### config.mk
export PLATFORM = sky130hd
export DESIGN_NAME = jam_cost_eval_flat
export DESIGN_NICKNAME = d
export VERILOG_FILES = /design/src/rtl/jam_cost_eval_pkg.sv /design/src/rtl/jam_cost_eval_if.sv /design/src/rtl/jam_cost_eval.sv /design/src/flat_wrapper.sv
export SDC_FILE = /design/constraint.sdc
export NUM_CORES = 1
export LEC_CHECK = 0
export ABC_AREA = 1
export BUFFER_PORTS_ARGS = -buffer_cell sky130_fd_sc_hd__buf_2
export CAP_MARGIN = 20
export CORE_MARGIN = 3
export CORE_UTILIZATION = 51
export DETAILED_ROUTE_END_ITERATION = 7
export GPL_ROUTABILITY_DRIVEN = 0
export PLACE_DENSITY = 0.76
export SYNTH_ARGS = -nofsm -noshare
export SYNTH_HDL_FRONTEND = slang
export SYNTH_SLANG_ARGS = --single-unit
### constraint.sdc
create_clock -name CLK -period 3.6 [get_ports CLK]
set_input_delay 0.36 -clock CLK [delete_from_list [all_inputs] [get_ports CLK]]
set_output_delay 0.36 -clock CLK [all_outputs]
set_load 0.05 [all_outputs]
### src/rtl/jam_cost_eval_pkg.sv
// Shared constants and types for the JAM job-assignment search.
// Permutations are packed with the job of worker i in bits [3i+2:3i].
package jam_pkg;

    localparam int N  = 8;
    localparam int CW = 7;
    localparam int SW = 10;
    localparam int IW = 3;
    localparam int PW = N * IW;

    typedef enum logic [2:0] {
        IDLE,
        ISSUE,
        DRAIN,
        CMP,
        REQ,
        WAIT_LO,
        WAIT_HI,
        DONE
    } state_t;

    localparam logic [PW-1:0] IDENT_PERM = 24'hFAC688;
    localparam logic [PW-1:0] LAST_PERM  = 24'h053977;

    localparam logic [SW-1:0] MIN_INIT = '1;
    localparam logic [3:0]    CNT_MAX  = 4'd15;

    function automatic logic [IW-1:0] perm_field(input logic [PW-1:0] perm,
                                                 input logic [IW-1:0] idx);
        return perm[IW*idx +: IW];
    endfunction

endpackage

### src/rtl/jam_cost_eval_if.sv
// Cost-memory bus, generator handshake and result signals of the evaluator.
// The master side is the evaluator; the slave side is memory, generator and observer.
interface jam_cost_eval_if;
    import jam_pkg::*;

    logic [IW-1:0] W;
    logic [IW-1:0] J;
    logic [CW-1:0] Cost;
    logic          gen_start;
    logic          gen_done;
    logic [PW-1:0] perm_out;
    logic [PW-1:0] perm_in;
    logic [3:0]    MatchCount;
    logic [SW-1:0] MinCost;
    logic          Valid;

    modport master (
        output W, J, gen_start, perm_out, MatchCount, MinCost, Valid,
        input  Cost, gen_done, perm_in
    );

    modport slave (
        input  W, J, gen_start, perm_out, MatchCount, MinCost, Valid,
        output Cost, gen_done, perm_in
    );

endinterface

### src/rtl/jam_cost_eval.sv
// Evaluation controller of the JAM search: sums the eight costs of the current
// permutation, tracks the minimum total and its tie count, and drives the generator loop.
module jam_cost_eval
    import jam_pkg::*;
(
    input  logic            CLK,
    input  logic            RST_N,
    jam_cost_eval_if.master jam
);

    state_t        r_state;
    state_t        w_next_state;
    logic          w_gen_start;

    logic [IW-1:0] r_idx;
    logic [IW-1:0] r_w;
    logic [IW-1:0] r_j;
    logic [SW-1:0] r_sum;
    logic [SW-1:0] r_min;
    logic [3:0]    r_cnt;
    logic          r_valid;
    logic [PW-1:0] r_perm;

    logic [SW-1:0] w_cost_ext;
    logic          w_issue_last;
    logic          w_last_perm;

    assign w_cost_ext   = SW'(jam.Cost);
    assign w_issue_last = (r_idx == IW'(N - 1));
    assign w_last_perm  = (r_perm == LAST_PERM);

    always_ff @(posedge CLK) begin
        if (!RST_N) begin
            r_state <= IDLE;
        end else begin
            r_state <= w_next_state;
        end
    end

    always_comb begin
        // NOTE: every output of this block gets a default first, so no path can infer a latch.
        w_next_state = r_state;
        w_gen_start  = 1'b0;
        unique case (r_state)
            IDLE:    w_next_state = ISSUE;
            ISSUE:   if (w_issue_last) w_next_state = DRAIN;
            DRAIN:   w_next_state = CMP;
            CMP:     w_next_state = w_last_perm ? DONE : REQ;
            REQ: begin
                w_gen_start  = 1'b1;
                w_next_state = WAIT_LO;
            end
            WAIT_LO: if (!jam.gen_done) w_next_state = WAIT_HI;
            WAIT_HI: if (jam.gen_done) w_next_state = ISSUE;
            DONE:    w_next_state = DONE;
            default: w_next_state = IDLE;
        endcase
    end

    // W/J are loaded one step ahead so that each index is on the bus during its
    // own ISSUE cycle, and its Cost arrives during the following ISSUE/DRAIN cycle.
    // NOTE: all state here uses non-blocking assignments so every register sees pre-edge values.
    always_ff @(posedge CLK) begin
        if (!RST_N) begin
            r_idx   <= '0;
            r_w     <= '0;
            r_j     <= '0;
            r_sum   <= '0;
            r_min   <= MIN_INIT;
            r_cnt   <= '0;
            r_valid <= 1'b0;
            r_perm  <= IDENT_PERM;
        end else begin
            unique case (r_state)
                ISSUE: begin
                    if (r_idx != '0) begin
                        r_sum <= r_sum + w_cost_ext;
                    end
                    if (!w_issue_last) begin
                        r_w <= r_idx + 1'b1;
                        r_j <= perm_field(r_perm, r_idx + 1'b1);
                    end
                    r_idx <= r_idx + 1'b1;
                end
                DRAIN: begin
                    r_sum <= r_sum + w_cost_ext;
                end
                CMP: begin
                    if (r_sum < r_min) begin
                        r_min <= r_sum;
                        r_cnt <= 4'd1;
                    end else if ((r_sum == r_min) && (r_cnt != CNT_MAX)) begin
                        r_cnt <= r_cnt + 1'b1;
                    end
                    r_sum <= '0;
                    if (w_last_perm) begin
                        r_valid <= 1'b1;
                    end
                end
                WAIT_HI: begin
                    if (jam.gen_done) begin
                        r_perm <= jam.perm_in;
                        r_w    <= '0;
                        r_j    <= perm_field(jam.perm_in, '0);
                    end
                end
                default: begin
                end
            endcase
        end
    end

    assign jam.W          = r_w;
    assign jam.J          = r_j;
    assign jam.gen_start  = w_gen_start;
    assign jam.perm_out   = r_perm;
    assign jam.MatchCount = r_cnt;
    assign jam.MinCost    = r_min;
    assign jam.Valid      = r_valid;

    // The generator reads perm_out while it works, so it must not move before capture.
    a_perm_stable: assert property (@(posedge CLK) disable iff (!RST_N)
        (r_state inside {REQ, WAIT_LO}) |=> $stable(r_perm));

    a_valid_sticky: assert property (@(posedge CLK) disable iff (!RST_N)
        r_valid |=> r_valid);

    a_sum_bound: assert property (@(posedge CLK) disable iff (!RST_N)
        r_sum <= SW'(N * ((1 << CW) - 1)));

endmodule
### src/flat_wrapper.sv
// flat-port wrapper written by rule: the top's interface ports become plain ports
module jam_cost_eval_flat import jam_pkg::*;
  (CLK, RST_N, jam_W, jam_J, jam_gen_start, jam_perm_out, jam_MatchCount, jam_MinCost, jam_Valid, jam_Cost, jam_gen_done, jam_perm_in);
  jam_cost_eval_if jam_i ();
  input  logic CLK;
  input  logic RST_N;
  output wire logic [$bits(jam_i.W)-1:0] jam_W;
  output wire logic [$bits(jam_i.J)-1:0] jam_J;
  output wire logic [$bits(jam_i.gen_start)-1:0] jam_gen_start;
  output wire logic [$bits(jam_i.perm_out)-1:0] jam_perm_out;
  output wire logic [$bits(jam_i.MatchCount)-1:0] jam_MatchCount;
  output wire logic [$bits(jam_i.MinCost)-1:0] jam_MinCost;
  output wire logic [$bits(jam_i.Valid)-1:0] jam_Valid;
  input wire logic [$bits(jam_i.Cost)-1:0] jam_Cost;
  input wire logic [$bits(jam_i.gen_done)-1:0] jam_gen_done;
  input wire logic [$bits(jam_i.perm_in)-1:0] jam_perm_in;
  assign jam_W = jam_i.W;
  assign jam_J = jam_i.J;
  assign jam_gen_start = jam_i.gen_start;
  assign jam_perm_out = jam_i.perm_out;
  assign jam_MatchCount = jam_i.MatchCount;
  assign jam_MinCost = jam_i.MinCost;
  assign jam_Valid = jam_i.Valid;
  assign jam_i.Cost = jam_Cost;
  assign jam_i.gen_done = jam_gen_done;
  assign jam_i.perm_in = jam_perm_in;
  jam_cost_eval u_core (.CLK(CLK), .RST_N(RST_N), .jam(jam_i));
endmodule
# Word level (Yosys, flattened, before mapping)
# Cells that the tools add are included.
# classes
n_addsub	3
mul	1
order_cmp	1
n_eq_ne	16
shift	1
mux	16
n_reduce_logical	13
# ops
cell	count
one-hot mux 10 bit (3 select lines)	1
== test 24 x 19 -> 1 bit, second input constant	1
one-hot mux 3 bit (8 select lines)	1
indexed part select 24 x 6 -> 3 bit	1
2-to-1 mux 3 bit	7
== test 3 bit, second input constant	5
one-hot mux 3 bit (2 select lines)	2
adder 10 x 7 -> 10 bit	1
== test 10 bit	1
less-than comparator 10 bit	1
2-to-1 mux 10 bit	1
AND reduction 2 bit	5
2-to-1 mux 4 bit	2
== test 3 x 2 -> 1 bit, second input constant	2
!= test 2 bit, second input constant	3
AND reduction 3 bit	2
nonzero test 3 bit	2
multiplier 2 x 3 -> 5 bit, first input constant	1
adder 4 x 1 -> 4 bit, second input constant	1
!= test 2 x 1 -> 1 bit, second input constant	2
!= test 4 bit, second input constant	1
nonzero test 2 bit	2
adder 3 x 1 -> 3 bit, second input constant	1
== test 3 x 1 -> 1 bit, second input constant	1
4 further kinds	4
# totals
regBits	61
input_bits	34
output_inout_bits	46
elab_cells	60

# Logic depth before layout (Yosys ltp)
# Gate-level depths: netlist of the first run.
# depth
ltp_word	5
mapped_depth	12
mapped_depth_nobuf	12

# Worst setup path after synthesis of the first run
# Ideal clock, no wire load.
# synth_timing
kind	flip-flop to output port
from	register u_core.r_state[2]
to	output port jam_gen_start
arrival_time_ns	1.661
t_required_ns	3.240
setup_slack_ns	1.579
path_stages_with_launch	3
n_path_buf	0
cell_sequence	dfxtp_1 > inv_1 > nor3_1
# synth_via
elab_chain_len	2
# synth_lines
item	line_no	text
start, declared	jam_cost_eval.sv:11	state_t r_state;
start signal, assigned	jam_cost_eval.sv:36	r_state <= w_next_state;
== test 3 bit	jam_cost_eval.sv:44	unique case (r_state)
2-to-1 mux 1 bit	jam_cost_eval.sv:44	
end, declared	flat_wrapper.sv:9	output wire logic [$bits(jam_i.gen_start)-1:0] jam_gen_start;
# Every way passes these cells.

# Final worst setup path of the first run
# layout_timing
from	register u_core.r_idx[0]
to	register u_core.r_j[0], in the netlist u_core.jam.J[0]
# layout_via
elab_chain_len	5
word_cells_on_any_way	8
classes_between	1 x add/sub; 1 x mul; 2 x eq/ne; 1 x shift; 2 x mux; 1 x reduce/logical
# layout_lines
item	line_no	text
start, declared	jam_cost_eval.sv:15	logic [IW-1:0] r_idx;
start signal, assigned	jam_cost_eval.sv:83	r_idx <= r_idx + 1'b1;
adder 3 x 1 -> 3 bit	jam_cost_eval.sv:81	r_j <= perm_field(r_perm, r_idx + 1'b1);
multiplier 2 x 3 -> 5 bit	jam_cost_eval_pkg.sv:30	return perm[IW*idx +: IW];
indexed part select 24 x 6 -> 3 bit	jam_cost_eval_pkg.sv:30	
2-to-1 mux 3 bit	jam_cost_eval.sv:79	if (!w_issue_last) begin
one-hot mux 3 bit (2 select lines)	jam_cost_eval.sv:74	unique case (r_state)
end signal, assigned	jam_cost_eval.sv:81	
end signal, assigned	jam_cost_eval.sv:104	r_j <= perm_field(jam.perm_in, '0);
end, declared	jam_cost_eval.sv:17	logic [IW-1:0] r_j;
# Parallel ways exist; a longest one is shown, timed or not. The select of a mux whose other input is x is not followed.
# A chain may end at the register's enable or synchronous reset.

==> results of run 1 <==
-- final timing paths --
kind                          from                 endpoint  slack (ps)  depth (start not counted)
hold reg to reg   u_core.jam.Valid         u_core.jam.Valid         460                          2
setup reg to reg   u_core.r_idx[0]          u_core.jam.J[0]        1380                          8
setup / recovery   u_core.r_idx[0]          u_core.jam.J[0]        1380                          8
hold / removal     jam_perm_in[10]  u_core.jam.perm_out[10]         220                          3
-- layer usage --
metal	share of wire, %	vias up	global-route usage (%)
met5	0	-	0
met4	2.9	0	11.2
met3	4.5	20	3.69
met2	48	78	39.0
met1	44	1525	27.9
li1	-	1724	-
-- where the power goes --
part	total, mW	switching (mW)	internal, mW
Sequential	0.969	0.157	0.812
Clock	0.730	0.266	0.464
Combinational	1.36	0.921	0.443
-- critical path: cells and delay by family, from the launching register on --
kind	cells	cell delay (ps)
DFF	1	740
adders and majority gates	1	520
AOI/OAI and AO/OA	3	320
and+or+nand+nor	3	260
buffers and inverters	1	250
-- cells in the final DEF (no fill, tap or decap), types with 3 or more instances in the layout --
| master | count |
|---|---|
| nor2_4 | 3 |
| inv_2 | 5 |
| a21oi_1 | 39 |
| nand3_1 | 39 |
| buf_2 | 79 |
| xnor2_1 | 3 |
| o21ai_0 | 28 |
| nor3_1 | 6 |
| nand2_1 | 105 |
| nand4_1 | 7 |
| inv_1 | 57 |
| ha_1 | 21 |
| o211ai_1 | 18 |
| dfxtp_1 | 61 |
| nor2_1 | 50 |
| clkbuf_8 | 13 |
-- area by class of cell --
type	count	area [sq um]
multi-input combinational	338	1840
clock buffer	13	179
sequential	61	1220
inverter	64	248
fill	591	2340
clock inverter	3	65.1
timing repair buffer	80	403
tap	77	96.3
-- state kept, by name (all words and copies together), names as in the netlist --
name / cells
u_core.r_sum: 10
u_core.jam.perm_out: 24
u_core.jam.W: 3
u_core.jam.MatchCount: 4
u_core.jam.Valid: 1
u_core.r_state: 3
u_core.jam.J: 3
u_core.r_idx: 3
u_core.jam.MinCost: 10
-- logic make-up (layout without fill, tap and decap cells) --
group,Yosys count,in the layout,share of synthesized area (%)
xor gates and xnor gates,4,4,1.04
adders and majority gates,22,22,8.36
buffers and inverters,78,160,9.58
DFF,61,61,36.1
AOI/OAI and AO/OA,91,91,15.4
and+or+nand+nor,221,221,29.5
==> impl_metrics.env, run 1 <==
export IMPL_crit_path_max_fanout=24
export IMPL_grt_max_degree=45
export IMPL_antenna_left=0
export IMPL_die_area_sq_um=7650
export IMPL_drt_drc_violations_left=0
export IMPL_clk_pin_slew_ps=70
export IMPL_synth_ff_type="dfxtp_1"
export IMPL_syn_nets=533
export IMPL_worstPathRequired_ps=3810
export IMPL_grt_use_total_pct=22.9
export IMPL_rsz0062_at_grt="no"
export IMPL_cts_buffers=9
export IMPL_worstPathCellList="inv_1 -> ha_1 -> a21oi_1 -> o21ai_0 -> nand3_1 -> nand3_1 -> nand2_1 -> a21oi_1"
export IMPL_ys_seq_area_share_pct=36.1
export IMPL_post_cts_setup_buffers=0
export IMPL_worst_hold_path_type="in2reg"
export IMPL_vias_per_cell=5.26
export IMPL_syn_area_per_cell_sq_um=7.09
export IMPL_ys_ff_latch=61
export IMPL_synthToLayoutAreaGrowth_pct=19.7
export IMPL_synth_top_area_share_pct=36.1
export IMPL_finalWorstSetupSlack_ps=1380
export IMPL_numPlacedInstances=620
export IMPL_grt_first_pass_wirelength_mm=13.9
export IMPL_io_buffers=79
export IMPL_syn_area_sq_um=3380
export IMPL_dp_hpwl_mm=6.35
export IMPL_ctsHoldBuffers=0
export IMPL_worstSetupEndpointType="flip-flop"
export IMPL_initial_core_util_pct=53.0
export IMPL_finalNetCount=610
export IMPL_vias=3347
export IMPL_dp_slack_ps=1420
export IMPL_max_slew_margin_rel_pct=56.3
export IMPL_hold_viol=0
export IMPL_drtPass1Iterations=4
export IMPL_synth_top_area_cell="dfxtp_1"
export IMPL_p_leak_nw=2.06
export IMPL_power_density_nw_per_um2=756
export IMPL_cts_htree_levels=3
export IMPL_fp_coreArea_sq_um=6390
export IMPL_yosysWarnings=0
export IMPL_die_width_microns=87.5
export IMPL_path_class="reg2reg"
export IMPL_period_needed_ps=2220
export IMPL_holdWs_ps=219
export IMPL_cts_tree="done"
export IMPL_worst_setup_path_start_kind="flip-flop"
export IMPL_root_buffer="clkbuf_8"
export IMPL_grt_overflow=0
export IMPL_syn_inst=477
export IMPL_die_h_microns=87.5
export IMPL_final_cell_area_sq_um=4050
export IMPL_io_pins=80
export IMPL_worstSkewPairLatency_ps=340
export IMPL_fin_crit_sh_pct=61.6
export IMPL_worstMarginPinSlew_ps=654
export IMPL_fin_tns_setup_ps=0
export IMPL_clockBufferDepth=2
export IMPL_finalMaxSlewViolations=0
export IMPL_grt_antenna_before_repair=0
export IMPL_setup_viol=0
export IMPL_final_layout_size_suffix_gt1_share_pct=20.8
export IMPL_fin_util_pct=63.4
export IMPL_ys_types=35
export IMPL_numClockSinks=61
export IMPL_fmax_ghz=0.451
export IMPL_fin_worst_skew_ps=7.42
export IMPL_grt_pass1_vias=3076
export IMPL_rows=29
export IMPL_initialDrtViolationCount=197
export IMPL_synth_most_common_cell="nand2_1"
export IMPL_avgRoutedWirePerCell_microns=13.2
export IMPL_outcome="completed"
export IMPL_power_mw=3.06
export IMPL_synth_common_cells="nand2_1, dfxtp_1, inv_1"
export IMPL_netlist_top_cells_area="dfxtp_1, nand2_1, ha_1"
export IMPL_routed_wl_mm=8.42
export IMPL_antenna_cells=0
export IMPL_slowest_stage="dfxtp_1"
export IMPL_peakVddDrop_uv=473
export IMPL_slowest_delay_ps=740
export IMPL_final_cell_count_no_fill=636
export IMPL_placed_area_sq_um=3810
export IMPL_crit_arrival_ps=2430
export IMPL_synth_edf_count=0
export IMPL_ctsResizeCount=0
export IMPL_drv_cap=0
export IMPL_async_flop_share_pct=0
Note: power is estimated with default switching activity, not from simulation.
==> inputs of run 2 (changes only) <==
==> constraint.sdc (replaced) <==
create_clock -name CLK -period 2.1 [get_ports CLK]
set_input_delay 0.21 -clock CLK [delete_from_list [all_inputs] [get_ports CLK]]
set_output_delay 0.21 -clock CLK [all_outputs]
set_load 0.05 [all_outputs]
==> run 2 against run 1 <==
Effect of this change:
- critical path type unchanged
- sequential cell count did not move
- highest routed layer unchanged
- critical path depth grew 1
- critical endpoint is now u_core.jam.MinCost[4]
- die area unchanged
- final area fell by 0.86%
- register-to-register slack got worse by 1200 ps
- count of clock-buffer cells in the layout fell by 2
- first-iteration DRC count shrank 9.1%
- clock skew about the same
==> impl_metrics.env, run 2 (synthesis results as in run 1) <==
export IMPL_outcome="completed"
export IMPL_grt_antenna_before_repair=0
export IMPL_peakVddDrop_uv=957
export IMPL_p_leak_nw=2.05
export IMPL_hold_depth=3
export IMPL_crit_path_max_fanout=16
export IMPL_numClockSinks=61
export IMPL_initial_core_util_pct=53.0
export IMPL_clk_pin_slew_ps=70
export IMPL_avgRoutedWirePerCell_microns=13.7
export IMPL_vias=3387
export IMPL_fin_tns_setup_ps=0
export IMPL_initialDrtViolationCount=179
export IMPL_fin_worst_skew_ps=7.38
export IMPL_finalNetCount=613
export IMPL_io_pins=80
export IMPL_path_class="reg2reg"
export IMPL_synthToLayoutAreaGrowth_pct=18.7
export IMPL_layout_common_cells="nand2_1, buf_2, dfxtp_1, inv_1, nor2_1"
export IMPL_worst_hold_path_type="in2reg"
export IMPL_drv_cap=0
export IMPL_die_area_sq_um=7650
export IMPL_fin_util_pct=62.9
export IMPL_crit_arrival_ps=2170
export IMPL_pwr_share_seq_pct=31.9
export IMPL_power_frac_comb_pct=48.2
export IMPL_die_width_microns=87.5
export IMPL_worstSetupEndpointType="flip-flop"
export IMPL_drtPass1Iterations=4
export IMPL_dp_hpwl_mm=6.73
export IMPL_rsz0062_at_grt="no"
export IMPL_fmax_ghz=0.526
export IMPL_routed_wl_mm=8.72
export IMPL_setup_viol=0
export IMPL_die_h_microns=87.5
export IMPL_dp_slack_ps=224
export IMPL_grt_pass1_vias=3264
export IMPL_clockBufferDepth=2
export IMPL_fp_coreArea_sq_um=6390
export IMPL_worstMarginPinSlew_ps=431
export IMPL_root_buffer="clkbuf_8"
export IMPL_largest_reg_flops=24
export IMPL_final_fill_count=603
export IMPL_antenna_cells=0
export IMPL_intPower_mw=2.76
export IMPL_worst_setup_path_start_kind="flip-flop"
export IMPL_clkPwrFrac_pct=20.0
export IMPL_fin_crit_sh_pct=90.6
export IMPL_ctsResizeCount=0
export IMPL_rows=29
export IMPL_io_buffers=79
export IMPL_period_needed_ps=1900
export IMPL_slowest_delay_ps=340
export IMPL_final_layout_size_suffix_gt1_share_pct=20.8
export IMPL_grt_first_pass_wirelength_mm=14.7
export IMPL_grt_use_total_pct=24.4
export IMPL_max_slew_margin_rel_pct=71.3
export IMPL_netSwitchingFraction_pct=45.7
export IMPL_slowest_stage="dfxtp_1"
export IMPL_layout_commonest_cell="nand2_1"
export IMPL_worstSkewPairLatency_ps=340
export IMPL_hold_viol=0
export IMPL_r2r_cells=9
export IMPL_grt_max_degree=45
export IMPL_finalMaxSlewViolations=0
export IMPL_drt_drc_violations_left=0
export IMPL_cts_htree_levels=3
export IMPL_ctsHoldBuffers=0
export IMPL_worstPathCellList="inv_1 -> ha_1 -> nand2_1 -> inv_1 -> a21oi_1 -> nand4_4 -> inv_1 -> nand2_1 -> nand3_1"
export IMPL_finalWorstSetupSlack_ps=197
export IMPL_post_cts_setup_buffers=0
export IMPL_grt_overflow=0
export IMPL_cp_common_cell="inv_1"
export IMPL_antenna_left=0
export IMPL_vias_per_cell=5.33
export IMPL_worstPathRequired_ps=2370
export IMPL_power_density_nw_per_um2=1270
export IMPL_switchingPower_mw=2.32
export IMPL_cts_buffers=9
export IMPL_cts_tree="done"
[run 2: final cells by class]
| class | instances | area (sq um) | area share [%] |
|---|---|---|---|
| clock inverters | 2 | 35.0 | 0.873 |
| repair buffers | 83 | 425 | 10.6 |
| well taps | 77 | 96.3 | 2.40 |
| inverters | 64 | 248 | 6.17 |
| flip-flops and latches | 61 | 1220 | 30.4 |
| multi-input cells | 338 | 1840 | 45.8 |
| clock buffers | 11 | 151 | 3.77 |
[run 2: critical path: cells and delay by family, from the launching register on]
| family | cells | cell delay (ps) |
|---|---|---|
| simple gates | 4 | 550 |
| buf+inv | 3 | 380 |
| fa+ha+maj | 1 | 300 |
| flops | 1 | 340 |
| compound gates | 1 | 260 |
[run 2: worst paths after layout]
path	slack [ps]	end	startpoint
max	200	u_core.jam.MinCost[4]	u_core.jam.MinCost[9]
min	70	u_core.jam.perm_out[10]	jam_perm_in[10]
max reg2reg	200	u_core.jam.MinCost[4]	u_core.jam.MinCost[9]
min reg2reg	470	u_core.jam.W[1]	u_core.jam.W[1]
[run 2: stage by stage]
stage | hold slack (ps) | std cells | power (mW) | instance area [sq um]
finish | 73.9 | 636 | 5.08 | 4020
global route | 83.3 | 636 | 5.49 | 4020
CTS | 62.0 | 636 | 5.11 | 4020
detailed placement | 415 | 623 | 4.08 | 3830
global placement | 421 | 623 | 4.01 | 3830
floorplan | 323 | 477 | 3.52 | 3380
[run 2: power by group through the flow]
stage / Sequential (mW) / Combinational [mW] / Clock, mW
3_3_place_gp: 1.63 / 2.38 / 0
4_1_cts: 1.62 / 2.46 / 1.04
5_1_grt: 1.65 / 2.76 / 1.08
2_1_floorplan: 1.99 / 1.53 / 0
6_report: 1.62 / 2.45 / 1.01
3_5_place_dp: 1.64 / 2.44 / 0
[run 2: layer usage]
| metal | up-vias | part of all wire [%] | track usage (%) |
|---|---|---|---|
| li1 | 1727 | - | - |
| met1 | 1551 | 42 | 27.6 |
| met2 | 87 | 51 | 43.6 |
| met3 | 22 | 4.9 | 4.64 |
| met4 | 0 | 2.7 | 11.6 |
| met5 | - | 0 | 0 |
